## src/rtl/ramrw_pkg.sv

```systemverilog
// Shared definitions for the RAM write/read sequencer pair.
// Holds the sequencer state encoding, the default bus widths and the
// address -> data pattern function that the writer stores and the reader
// checks against.
package ramrw_pkg;

  localparam int unsigned DEF_ADDR_W = 14;
  localparam int unsigned DEF_DATA_W = 64;
  localparam int unsigned LANE_W     = 16;

  typedef enum logic [2:0] {
    ST_IDLE  = 3'd0,
    ST_ISSUE = 3'd1,
    ST_WAIT  = 3'd2,
    ST_CHECK = 3'd3,
    ST_DONE  = 3'd4
  } state_e;

  // Four 16-bit lanes holding 4a, 4a+1, 4a+2, 4a+3 (each wrapping at 16 bits).
  function automatic logic [63:0] pattern_word(input logic [LANE_W-1:0] addr16);
    logic [LANE_W-1:0] base;
    base = addr16 << 2;
    return {LANE_W'(base + 16'd3), LANE_W'(base + 16'd2),
            LANE_W'(base + 16'd1), base};
  endfunction

endpackage

```

## src/rtl/ram_rd_checker.sv

```systemverilog
// Registered data check for the RAM reader.
// Ports:
//   i_clk, i_rst_n     clock, synchronous active-low reset
//   i_clear            clears error state at the start of a sweep
//   i_sample           capture compare of i_rd_data against pattern(i_addr)
//   i_apply            fold the captured compare into the error state
//   i_addr, i_rd_data  address being checked and its read data
//   o_err              sticky mismatch flag
//   o_err_count        mismatching words, saturating
//   o_first_err_addr   address of the first mismatch, 0 if none
module ram_rd_checker
  import ramrw_pkg::*;
#(
  parameter int unsigned ADDR_W = DEF_ADDR_W,
  parameter int unsigned DATA_W = DEF_DATA_W
) (
  input  logic              i_clk,
  input  logic              i_rst_n,
  input  logic              i_clear,
  input  logic              i_sample,
  input  logic              i_apply,
  input  logic [ADDR_W-1:0] i_addr,
  input  logic [DATA_W-1:0] i_rd_data,
  output logic              o_err,
  output logic [15:0]       o_err_count,
  output logic [ADDR_W-1:0] o_first_err_addr
);

  localparam logic [15:0] CNT_MAX = 16'hFFFF;

  logic [DATA_W-1:0] expected_c;
  logic              mismatch_q, mismatch_d;
  logic              err_q, err_d;
  logic [15:0]       err_count_q, err_count_d;
  logic [ADDR_W-1:0] first_err_q, first_err_d;

  assign expected_c = DATA_W'(pattern_word(LANE_W'(i_addr)));

  // Next-state for the compare flag and error bookkeeping.
  always_comb begin
    mismatch_d  = mismatch_q;
    err_d       = err_q;
    err_count_d = err_count_q;
    first_err_d = first_err_q;
    if (i_clear) begin
      mismatch_d  = 1'b0;
      err_d       = 1'b0;
      err_count_d = '0;
      first_err_d = '0;
    end else begin
      if (i_sample) begin
        mismatch_d = (i_rd_data != expected_c);
      end
      if (i_apply && mismatch_q) begin
        err_d = 1'b1;
        if (err_count_q != CNT_MAX) begin
          err_count_d = err_count_q + 16'd1;
        end
        // Only the first failing word of a sweep records its address.
        if (!err_q) begin
          first_err_d = i_addr;
        end
      end
    end
  end

  // Error state registers.
  always_ff @(posedge i_clk) begin
    if (!i_rst_n) begin
      mismatch_q  <= 1'b0;
      err_q       <= 1'b0;
      err_count_q <= '0;
      first_err_q <= '0;
    end else begin
      mismatch_q  <= mismatch_d;
      err_q       <= err_d;
      err_count_q <= err_count_d;
      first_err_q <= first_err_d;
    end
  end

  assign o_err            = err_q;
  assign o_err_count      = err_count_q;
  assign o_first_err_addr = first_err_q;

endmodule

```

## src/rtl/ram_reader.sv

```systemverilog
// RAM read-back sequencer: sweeps START_ADDR..END_ADDR with one read
// outstanding at a time and checks every word against the writer pattern.
// Ports:
//   i_clk, i_rst_n     clock, synchronous active-low reset
//   i_start            begins a sweep when idle or done
//   o_rd_en, o_rd_addr single-cycle read strobe and its address
//   i_rd_data          read data, valid RD_LATENCY cycles after o_rd_en
//   o_busy, o_done     sweep in progress / sweep complete (held)
//   o_err, o_err_count, o_first_err_addr  check results of the current sweep
module ram_reader
  import ramrw_pkg::*;
#(
  parameter int unsigned       ADDR_W     = DEF_ADDR_W,
  parameter int unsigned       DATA_W     = DEF_DATA_W,
  parameter int unsigned       RD_LATENCY = 2,
  parameter logic [ADDR_W-1:0] START_ADDR = ADDR_W'(1),
  parameter logic [ADDR_W-1:0] END_ADDR   = ADDR_W'(14'h2000)
) (
  input  logic              i_clk,
  input  logic              i_rst_n,
  input  logic              i_start,
  output logic              o_rd_en,
  output logic [ADDR_W-1:0] o_rd_addr,
  input  logic [DATA_W-1:0] i_rd_data,
  output logic              o_busy,
  output logic              o_done,
  output logic              o_err,
  output logic [15:0]       o_err_count,
  output logic [ADDR_W-1:0] o_first_err_addr
);

  localparam int unsigned   CNT_W    = 3;
  localparam logic [CNT_W-1:0] LAT_LAST = CNT_W'(RD_LATENCY - 1);

  state_e            state_q, state_d;
  logic [ADDR_W-1:0] addr_q, addr_d;
  logic [CNT_W-1:0]  cnt_q, cnt_d;
  logic              rd_en_q, rd_en_d;
  logic              busy_q, busy_d;
  logic              done_q, done_d;
  logic              clear_c, sample_c, apply_c;

  // Next-state and control decode.
  always_comb begin
    state_d  = state_q;
    addr_d   = addr_q;
    cnt_d    = cnt_q;
    clear_c  = 1'b0;
    sample_c = 1'b0;
    apply_c  = 1'b0;
    case (state_q)
      ST_IDLE, ST_DONE: begin
        if (i_start) begin
          state_d = ST_ISSUE;
          addr_d  = START_ADDR;
          clear_c = 1'b1;
        end
      end
      ST_ISSUE: begin
        cnt_d   = '0;
        state_d = ST_WAIT;
      end
      ST_WAIT: begin
        // Leaving WAIT on this edge lands the sample RD_LATENCY cycles after ISSUE.
        if (cnt_q == LAT_LAST) begin
          sample_c = 1'b1;
          state_d  = ST_CHECK;
        end else begin
          cnt_d = cnt_q + CNT_W'(1);
        end
      end
      ST_CHECK: begin
        apply_c = 1'b1;
        if (addr_q == END_ADDR) begin
          state_d = ST_DONE;
        end else begin
          addr_d  = addr_q + ADDR_W'(1);
          state_d = ST_ISSUE;
        end
      end
      default: state_d = ST_IDLE;
    endcase

    // Outputs are registered off the next state so they line up with it.
    rd_en_d = (state_d == ST_ISSUE);
    busy_d  = (state_d == ST_ISSUE) || (state_d == ST_WAIT) || (state_d == ST_CHECK);
    done_d  = (state_d == ST_DONE);
  end

  // State and output registers.
  always_ff @(posedge i_clk) begin
    if (!i_rst_n) begin
      state_q <= ST_IDLE;
      addr_q  <= '0;
      cnt_q   <= '0;
      rd_en_q <= 1'b0;
      busy_q  <= 1'b0;
      done_q  <= 1'b0;
    end else begin
      state_q <= state_d;
      addr_q  <= addr_d;
      cnt_q   <= cnt_d;
      rd_en_q <= rd_en_d;
      busy_q  <= busy_d;
      done_q  <= done_d;
    end
  end

  ram_rd_checker #(
    .ADDR_W(ADDR_W),
    .DATA_W(DATA_W)
  ) u_checker (
    .i_clk           (i_clk),
    .i_rst_n         (i_rst_n),
    .i_clear         (clear_c),
    .i_sample        (sample_c),
    .i_apply         (apply_c),
    .i_addr          (addr_q),
    .i_rd_data       (i_rd_data),
    .o_err           (o_err),
    .o_err_count     (o_err_count),
    .o_first_err_addr(o_first_err_addr)
  );

  // Address register doubles as the held read address.
  assign o_rd_en   = rd_en_q;
  assign o_rd_addr = addr_q;
  assign o_busy    = busy_q;
  assign o_done    = done_q;

endmodule

```

## config.mk

```make
export PLATFORM = sky130hd
export DESIGN_NAME = ram_reader
export DESIGN_NICKNAME = d
export VERILOG_FILES = /design/src/rtl/ramrw_pkg.sv /design/src/rtl/ram_rd_checker.sv /design/src/rtl/ram_reader.sv
export SDC_FILE = /design/constraint.sdc
export NUM_CORES = 1
export LEC_CHECK = 0
export CORE_MARGIN = 4
export CORE_UTILIZATION = 35
export CTS_BUF_LIST = sky130_fd_sc_hd__clkbuf_16
export DETAILED_ROUTE_END_ITERATION = 7
export PLACE_DENSITY = 0.69
export SYNTH_ARGS = -nofsm -noshare
export SYNTH_HDL_FRONTEND = slang
export SYNTH_SLANG_ARGS = --single-unit
```

## constraint.sdc

```tcl
create_clock -name i_clk -period 2.45 [get_ports i_clk]
set_input_delay 0.6125 -clock i_clk [delete_from_list [all_inputs] [get_ports i_clk]]
set_output_delay 0.6125 -clock i_clk [all_outputs]
set_load 0.02 [all_outputs]
```

==> results.cfg, run 1 <==
[outcome]
status = finished, final reports clean

[global_route]
grt_pass1_vias = 2996
antenna_found_initial = 0
grt_max_degree = 27
grt_pass1_wl_um = 14200
grt_overflow = 0
grt_usage_pct = 17.1

[synthesis]
yosysTopAreaCell = dfxtp_1
ys_ff_latch = 55
ys.flop_type = dfxtp_1
syn-cell-area_um2 = 3030
synth.top_cells.by_area = dfxtp_1 (36%), xor2_1 (4.9%), nand2_1 (4.7%)
synth.avg_cell_area_um2 = 8.02
syn_nets = 449
synth_edf_count = 0
async_flop_share_pct = 0
yosysSeqAreaShare_pct = 36.4
ys_warn_count = 0
synth_cell_types = 54
synth_top_area_share_pct = 36.4
syn_inst = 377

[detailed_routing]
wirelength_um = 8880
vias_per_cell = 5.27
drc = 0
drt_iter0_drc = 109
wl_per_cell_um = 15.0
drt_pass1_iterations = 4
antenna_left = 0
vias = 3109

[cells_and_area]
syn2layout_area_growth_pct = 45.8
num_antenna_cells = 0
fin_util_pct = 53.2
final_common_cell = clkdlybuf4s50_1
drive_gt1_share_pct = 5.36
fin_nets = 557
layout_common_cells = clkdlybuf4s50_1 (114), dfxtp_1 (55), nand2_1 (38), nor2_1 (30)

[floorplan]
rows = 33
start_util_pct = 36.5
die_y_um = 101
core_um2 = 8300
die_width_um = 101
die_area_um2 = 10200
io_pins = 115

[critical_path]
cp_top_family = buffers and inverters
path_cells = clkdlybuf4s50_1
critical_path_buf_inv_count = 1
arrival_ns = 1.60
cp_slowest_cell = clkdlybuf4s50_1
critPathLaunchType = flip-flop
path_max_fanout = 12
cp_data_required_time_ns = 1.84
critPathKind = flip-flop to primary output
crit_path_end_kind = primary output
slowest_delay_ns = 0.70

[clock_network]
clkSinkCount = 55
ctsResizeCount = 0
numCtsBuffers = 5
clk_latency_ns = 0.29
post_cts.repair.setup_buffers = 0
cts_root_buffer = clkbuf_16
clkTransAtPathRegs_ns = 0.06
clockBufferDepth = 2
cts_tree = built
cts-hold-fix-buffers = 0
htreeDepth = 2

[timing]
slew-limit-headroom_pct = 67.0
hold_viol_final = 0
period_minus_slack_ns = 2.21
fmax_mhz = 452
setup_viol = 0
setup_tns_ns = 0
fin_skew_ns = 0.00731
tightest_slew_ns = 0.495
fin_crit_sh_pct = 90.3
rsz0062_at_grt = no
drv_slew = 0

[power_and_ir_drop]
max-vdd-ir-drop_v = 0.000402
p_leak_nw = 1.53
p_per_area_nw_per_um2 = 420

[worst_hold_path]
hp-class = flip-flop to flip-flop

[place]
port-buffer-count = 114
dp_hpwl_um = 6840
routabilityCongestion = 0.798

[job]
drv_cap = 0
## worst min-delay path: stages, from the launching register on
cell and delay, ns:
dfxtp_1 0.31, nand2_1 0.05, a21oi_1 0.05
## stage by stage
stage | area [um^2] | cells | total power [mW] | hold WS [ns] | worst slack, ns
floorplan | 3030 | 377 | 1.04 | 0.506 | 0.491
global placement | 4280 | 583 | 1.20 | 0.449 | 0.0748
detailed placement | 4280 | 583 | 1.20 | 0.450 | 0.00844
CTS | 4410 | 590 | 1.87 | 0.459 | 0.212
global route | 4410 | 590 | 1.93 | 0.489 | 0.164
finish | 4410 | 590 | 1.85 | 0.458 | 0.237
## per-layer routing
layer / vias to the layer above / wire, um / GRT usage [%]
met3: 10 / 515 / 3.25
met4: 0 / 136 / 5.01
li1: 1570 / - / -
met1: 1434 / 3840 / 20.5
met5: - / 0 / 0
met2: 95 / 4380 / 30.8
## cells in the mapped netlist (2+ instances only)
cell / n
nor3_1: 19
nand4_1: 14
nand4b_1: 3
or4b_1: 2
nor2b_1: 2
o21ai_1: 2
clkbuf_1: 8
a21oi_1: 23
nor3b_1: 4
o21ai_0: 7
a21boi_1: 2
inv_1: 7
and2_1: 7
buf_2: 14
o22ai_1: 7
ha_1: 5
nor4_1: 2
a221oi_1: 2
and3_1: 21
nand2b_1: 3
xor2_1: 17
or3_1: 13
nand3_1: 23
nor2_1: 30
or4_1: 2
xnor2_1: 11
a211oi_1: 3
dfxtp_1: 55
o21a_1: 2
nand3b_1: 2
nand2_1: 38
and4_1: 5
## path summary, 6_finish.rpt
path | slack [ns] | startpoint | endpoint | cells past startpoint
max | 0.24 | o_rd_addr[8] | o_rd_addr[8] | 1
max reg2reg | 0.45 | u_checker.o_err_count[0] | u_checker.o_err_count[5] | 6
min reg2reg | 0.46 | u_checker.o_first_err_addr[5] | u_checker.o_first_err_addr[5] | 2
min | 0.46 | u_checker.o_first_err_addr[5] | u_checker.o_first_err_addr[5] | 2
## logic make-up (layout without fill, tap and decap cells)
| group | after synthesis | in the layout | synth area share [%] |
|---|---|---|---|
| and+or+nand+nor | 201 | 201 | 36.8 |
| AOI/OAI and AO/OA | 58 | 58 | 12.2 |
| DFF | 55 | 55 | 36.4 |
| buffers and inverters | 30 | 138 | 4.43 |
| xor gates and xnor gates | 28 | 28 | 8.11 |
| adders and majority gates | 5 | 5 | 2.07 |
## cell type report
cell class,count,area [um^2]
multi-input combinational,292,1790
inverter,7,26.3
sequential,55,1100
timing repair buffer,124,1230
fill,777,3890
clock inverter,2,8.76
clock buffer,5,125
tap,105,131
## flip-flops by register name, summed over array words and instances, names as in the netlist
name                        flops
u_checker.o_err_count          16
o_rd_addr                      14
u_checker.o_first_err_addr     14
cnt_q                           3
state_q                         3
o_busy                          1
o_done                          1
o_rd_en                         1
u_checker.mismatch_q            1
u_checker.o_err                 1
## report_power, final
| part | internal [mW] | switching, mW |
|---|---|---|
| Combinational | 0.157 | 0.107 |
| Clock | 0.368 | 0.300 |
| Sequential | 0.906 | 0.0151 |
| Total | 1.43 | 0.422 |
No activity file was read; power rests on OpenSTA's default activity.
==> run 2, diff against run 1 <==
- RECOVER_POWER: not set -> 25
- SLEW_MARGIN: not set -> 10
==> results.cfg, run 2 (synthesized netlist as in run 1, its figures left out) <==
[outcome]
status = finished, final reports clean

[floorplan]
rows = 33
io_pins = 115
die_y_um = 101
die_area_um2 = 10200
core_um2 = 8300
start_util_pct = 36.5
die_width_um = 101

[critical_path]
r2r_cells = 8
cp_slowest_cell = clkdlybuf4s50_1
critical_path_buf_inv_count = 1
arrival_ns = 1.61
critPathLaunchType = flip-flop
critPathKind = flip-flop to primary output
cp_top_family = buffers and inverters
crit_path_end_kind = primary output
path_cells = clkdlybuf4s50_1
cp_data_required_time_ns = 1.84
path_max_fanout = 12
slowest_delay_ns = 0.70
crit_cells = 1

[clock_network]
clkSinkCount = 55
clockBufferDepth = 2
ctsResizeCount = 0
cts-hold-fix-buffers = 0
clkTransAtPathRegs_ns = 0.06
post_cts.repair.setup_buffers = 0
clk_latency_ns = 0.29
numCtsBuffers = 5
cts_tree = built
cts_root_buffer = clkbuf_16
htreeDepth = 2

[detailed_routing]
wirelength_um = 8890
antenna_left = 0
wl_per_cell_um = 15.1
vias = 3110
drc = 0
drt_pass1_iterations = 4
drt_iter0_drc = 129
vias_per_cell = 5.27

[global_route]
grt_pass1_wl_um = 14200
grt_overflow = 0
grt_usage_pct = 17.1
busiest_layer = met2
grt_pass1_vias = 2996
grt_max_degree = 27
use_met3_pct = 3.25
antenna_found_initial = 0
grt_use_met2_pct = 30.8
met1_usage_pct = 20.5

[timing]
tightest_slew_ns = 0.497
drv_slew = 0
period_minus_slack_ns = 2.22
fin_skew_ns = 0.00676
hold_slack_ns = 0.455
fin_crit_sh_pct = 90.6
setup_tns_ns = 0
hold_viol_final = 0
setup_viol = 0
fmax_mhz = 450
rsz0062_at_grt = no
slew-limit-headroom_pct = 66.8

[cells_and_area]
drive_gt1_share_pct = 4.74
num_antenna_cells = 0
largest_reg_flops = 16
final_common_cell = clkdlybuf4s50_1
layout_common_cells = clkdlybuf4s50_1 (97), dfxtp_1 (55), nand2_1 (38), nor2_1 (30)
fin_util_pct = 53.0
syn2layout_area_growth_pct = 45.3
fin_nets = 557

[worst_hold_path]
whs_path_depth = 2
hp-class = flip-flop to flip-flop

[power_and_ir_drop]
internal_power_mw = 1.43
seq_power_share_pct = 49.8
p_per_area_nw_per_um2 = 421
p_leak_nw = 1.57
p_total_mw = 1.85
p_sw_uw = 422
netSwitchingFraction_pct = 22.8
max-vdd-ir-drop_v = 0.000402
pwr-share-comb_pct = 14.0
pwr-share-clk_pct = 36.2

[place]
dp_hpwl_um = 6840
port-buffer-count = 114
routabilityCongestion = 0.798

[job]
drv_cap = 0
run 2: cell count changes in the layout (fill, tap and decap cells not counted), sizes merged:
cell / change
buf: -1
clkbuf: +1
clkdlybuf4s50: -17
dlygate4sd3: +17
run 2: path summary, 6_finish.rpt:
check / slack (ns) / startpoint / to
min reg2reg: 0.45 / u_checker.o_first_err_addr[5] / u_checker.o_first_err_addr[5]
max: 0.23 / o_rd_addr[8] / o_rd_addr[8]
min: 0.45 / u_checker.o_first_err_addr[5] / u_checker.o_first_err_addr[5]
max reg2reg: 0.39 / o_rd_addr[1] / o_rd_addr[10]
run 2: area by class of cell:
| class | count | area [um^2] |
|---|---|---|
| Fill cell | 780 | 3900 |
| Multi-Input combinational cell | 292 | 1780 |
| Timing Repair Buffer | 124 | 1220 |
| Sequential cell | 55 | 1100 |
| Tap cell | 105 | 131 |
| Clock buffer | 5 | 125 |
| Inverter | 7 | 26.3 |
| Clock inverter | 2 | 8.76 |
run 2: power by group through the flow:
stage | combinational (mW) | clock (mW) | sequential, mW
2_1_floorplan | 0.101 | 0 | 0.943
3_3_place_gp | 0.257 | 0 | 0.941
3_5_place_dp | 0.263 | 0 | 0.941
4_1_cts | 0.264 | 0.687 | 0.921
5_1_grt | 0.282 | 0.723 | 0.924
6_report | 0.260 | 0.669 | 0.921
run 2: layer usage:
layer / vias up / part of all wire, %
met5: - / 0
met4: 0 / 1.3
met3: 8 / 6.2
met2: 94 / 49
met1: 1439 / 44
li1: 1569 / -
run 2: metrics by stage:
stage                     area (um^2)  setup slack (ns)  cells
after floorplan                  3030             0.491    377
after global placement           4280            0.0748    583
after detailed placement         4280           0.00844    583
after CTS                        4410             0.212    590
after global routing             4400             0.165    590
final                            4400             0.229    590
==> run 3, diff against run 2 <==
- REMOVE_ABC_BUFFERS: not set -> 1
==> results.cfg, run 3 (synthesized netlist as in run 1, its figures left out) <==
[clock_network]
ctsResizeCount = 0
clkTransAtPathRegs_ns = 0.07
clockBufferDepth = 2
cts_tree = built
clk_latency_ns = 0.29
cts_root_buffer = clkbuf_16
htreeDepth = 2
cts-hold-fix-buffers = 0
clkSinkCount = 55
numCtsBuffers = 5
post_cts.repair.setup_buffers = 0

[detailed_routing]
wirelength_um = 8690
vias_per_cell = 5.29
antenna_left = 0
drc = 0
drt_pass1_iterations = 5
drt_iter0_drc = 154
vias = 3117
wl_per_cell_um = 14.8

[cells_and_area]
fin_util_pct = 53.2
num_antenna_cells = 0
final_common_cell = clkdlybuf4s50_1
drive_gt1_share_pct = 4.55
syn2layout_area_growth_pct = 45.9
largest_reg_flops = 16
layout_common_cells = clkdlybuf4s50_1 (99), dfxtp_1 (55), nand2_1 (38), nor2_1 (30)
fin_nets = 556

[timing]
rsz0062_at_grt = no
drv_slew = 0
fmax_mhz = 454
setup_tns_ns = 0
slew-limit-headroom_pct = 65.0
setup_viol = 0
period_minus_slack_ns = 2.20
hold_viol_final = 0
fin_crit_sh_pct = 90.0
fin_skew_ns = 0.00595
tightest_slew_ns = 0.526

[critical_path]
arrival_ns = 1.59
cp_slowest_cell = clkdlybuf4s50_1
crit_path_end_kind = primary output
path_cells = clkdlybuf4s50_1
critPathKind = flip-flop to primary output
slowest_delay_ns = 0.70
cp_top_family = buffers and inverters
critPathLaunchType = flip-flop
cp_data_required_time_ns = 1.84
path_max_fanout = 12
critical_path_buf_inv_count = 1

[global_route]
antenna_found_initial = 0
grt_pass1_wl_um = 14200
grt_overflow = 0
grt_pass1_vias = 2969
grt_usage_pct = 17.2
grt_max_degree = 38

[power_and_ir_drop]
p_per_area_nw_per_um2 = 442
max-vdd-ir-drop_v = 0.000390
p_leak_nw = 1.57

[floorplan]
die_width_um = 101
io_pins = 115
die_y_um = 101
start_util_pct = 36.5
rows = 33
core_um2 = 8300
die_area_um2 = 10200

[outcome]
status = finished, final reports clean

[job]
drv_cap = 0

[place]
routabilityCongestion = 0.839
dp_hpwl_um = 6860
port-buffer-count = 114

[worst_hold_path]
hp-class = flip-flop to flip-flop
run 3: cell count changes in the layout (fill, tap and decap cells not counted), sizes merged:
| cell | delta |
|---|---|
| buf | -1 |
| bufinv | +1 |
| clkdlybuf4s50 | +2 |
| clkinv | -2 |
| dlygate4sd3 | -2 |
| inv | +1 |
run 3: stage by stage:
stage | setup slack, ns | power, mW | hold WS, ns | area (um^2) | instances
6_report | 0.246 | 1.95 | 0.451 | 4410 | 589
2_1_floorplan | 0.307 | 1.03 | 0.506 | 2920 | 354
5_1_grt | 0.152 | 2.03 | 0.483 | 4410 | 589
4_1_cts | 0.218 | 1.98 | 0.459 | 4430 | 589
3_5_place_dp | 0.0320 | 1.21 | 0.450 | 4270 | 582
3_3_place_gp | 0.103 | 1.20 | 0.446 | 4270 | 582
run 3: report_power, final:
part | leakage, nW | total [mW] | switching, mW | internal, mW
Combinational | 1.04 | 0.259 | 0.106 | 0.152
Clock | 0.0811 | 0.772 | 0.299 | 0.473
Sequential | 0.444 | 0.921 | 0.0153 | 0.906
Total | 1.57 | 1.95 | 0.421 | 1.53
run 3: path summary, 6_finish.rpt:
path | start | to | slack (ns) | depth (start not counted)
max | o_rd_addr[8] | o_rd_addr[8] | 0.25 | 1
min | u_checker.o_first_err_addr[5] | u_checker.o_first_err_addr[5] | 0.45 | 2
max reg2reg | o_rd_addr[1] | o_rd_addr[8] | 0.30 | 8
min reg2reg | u_checker.o_first_err_addr[5] | u_checker.o_first_err_addr[5] | 0.45 | 2
run 3: per-layer routing:
layer / wire length (um) / part of all wire, % / vias up / track usage [%]
met1: 3750 / 43 / 1469 / 21.6
met2: 4360 / 50 / 59 / 30.5
li1: - / - / 1579 / -
met3: 432 / 5.0 / 10 / 2.91
met4: 142 / 1.6 / 0 / 3.99
met5: 0 / 0 / - / 0
run 3: cell type report:
class	instances	area, um^2
Fill cell	801	3890
Inverter	7	26.3
Multi-Input combinational cell	292	1780
Tap cell	105	131
Timing Repair Buffer	123	1220
Clock buffer	5	125
Sequential cell	55	1100
Clock inverter	2	33.8
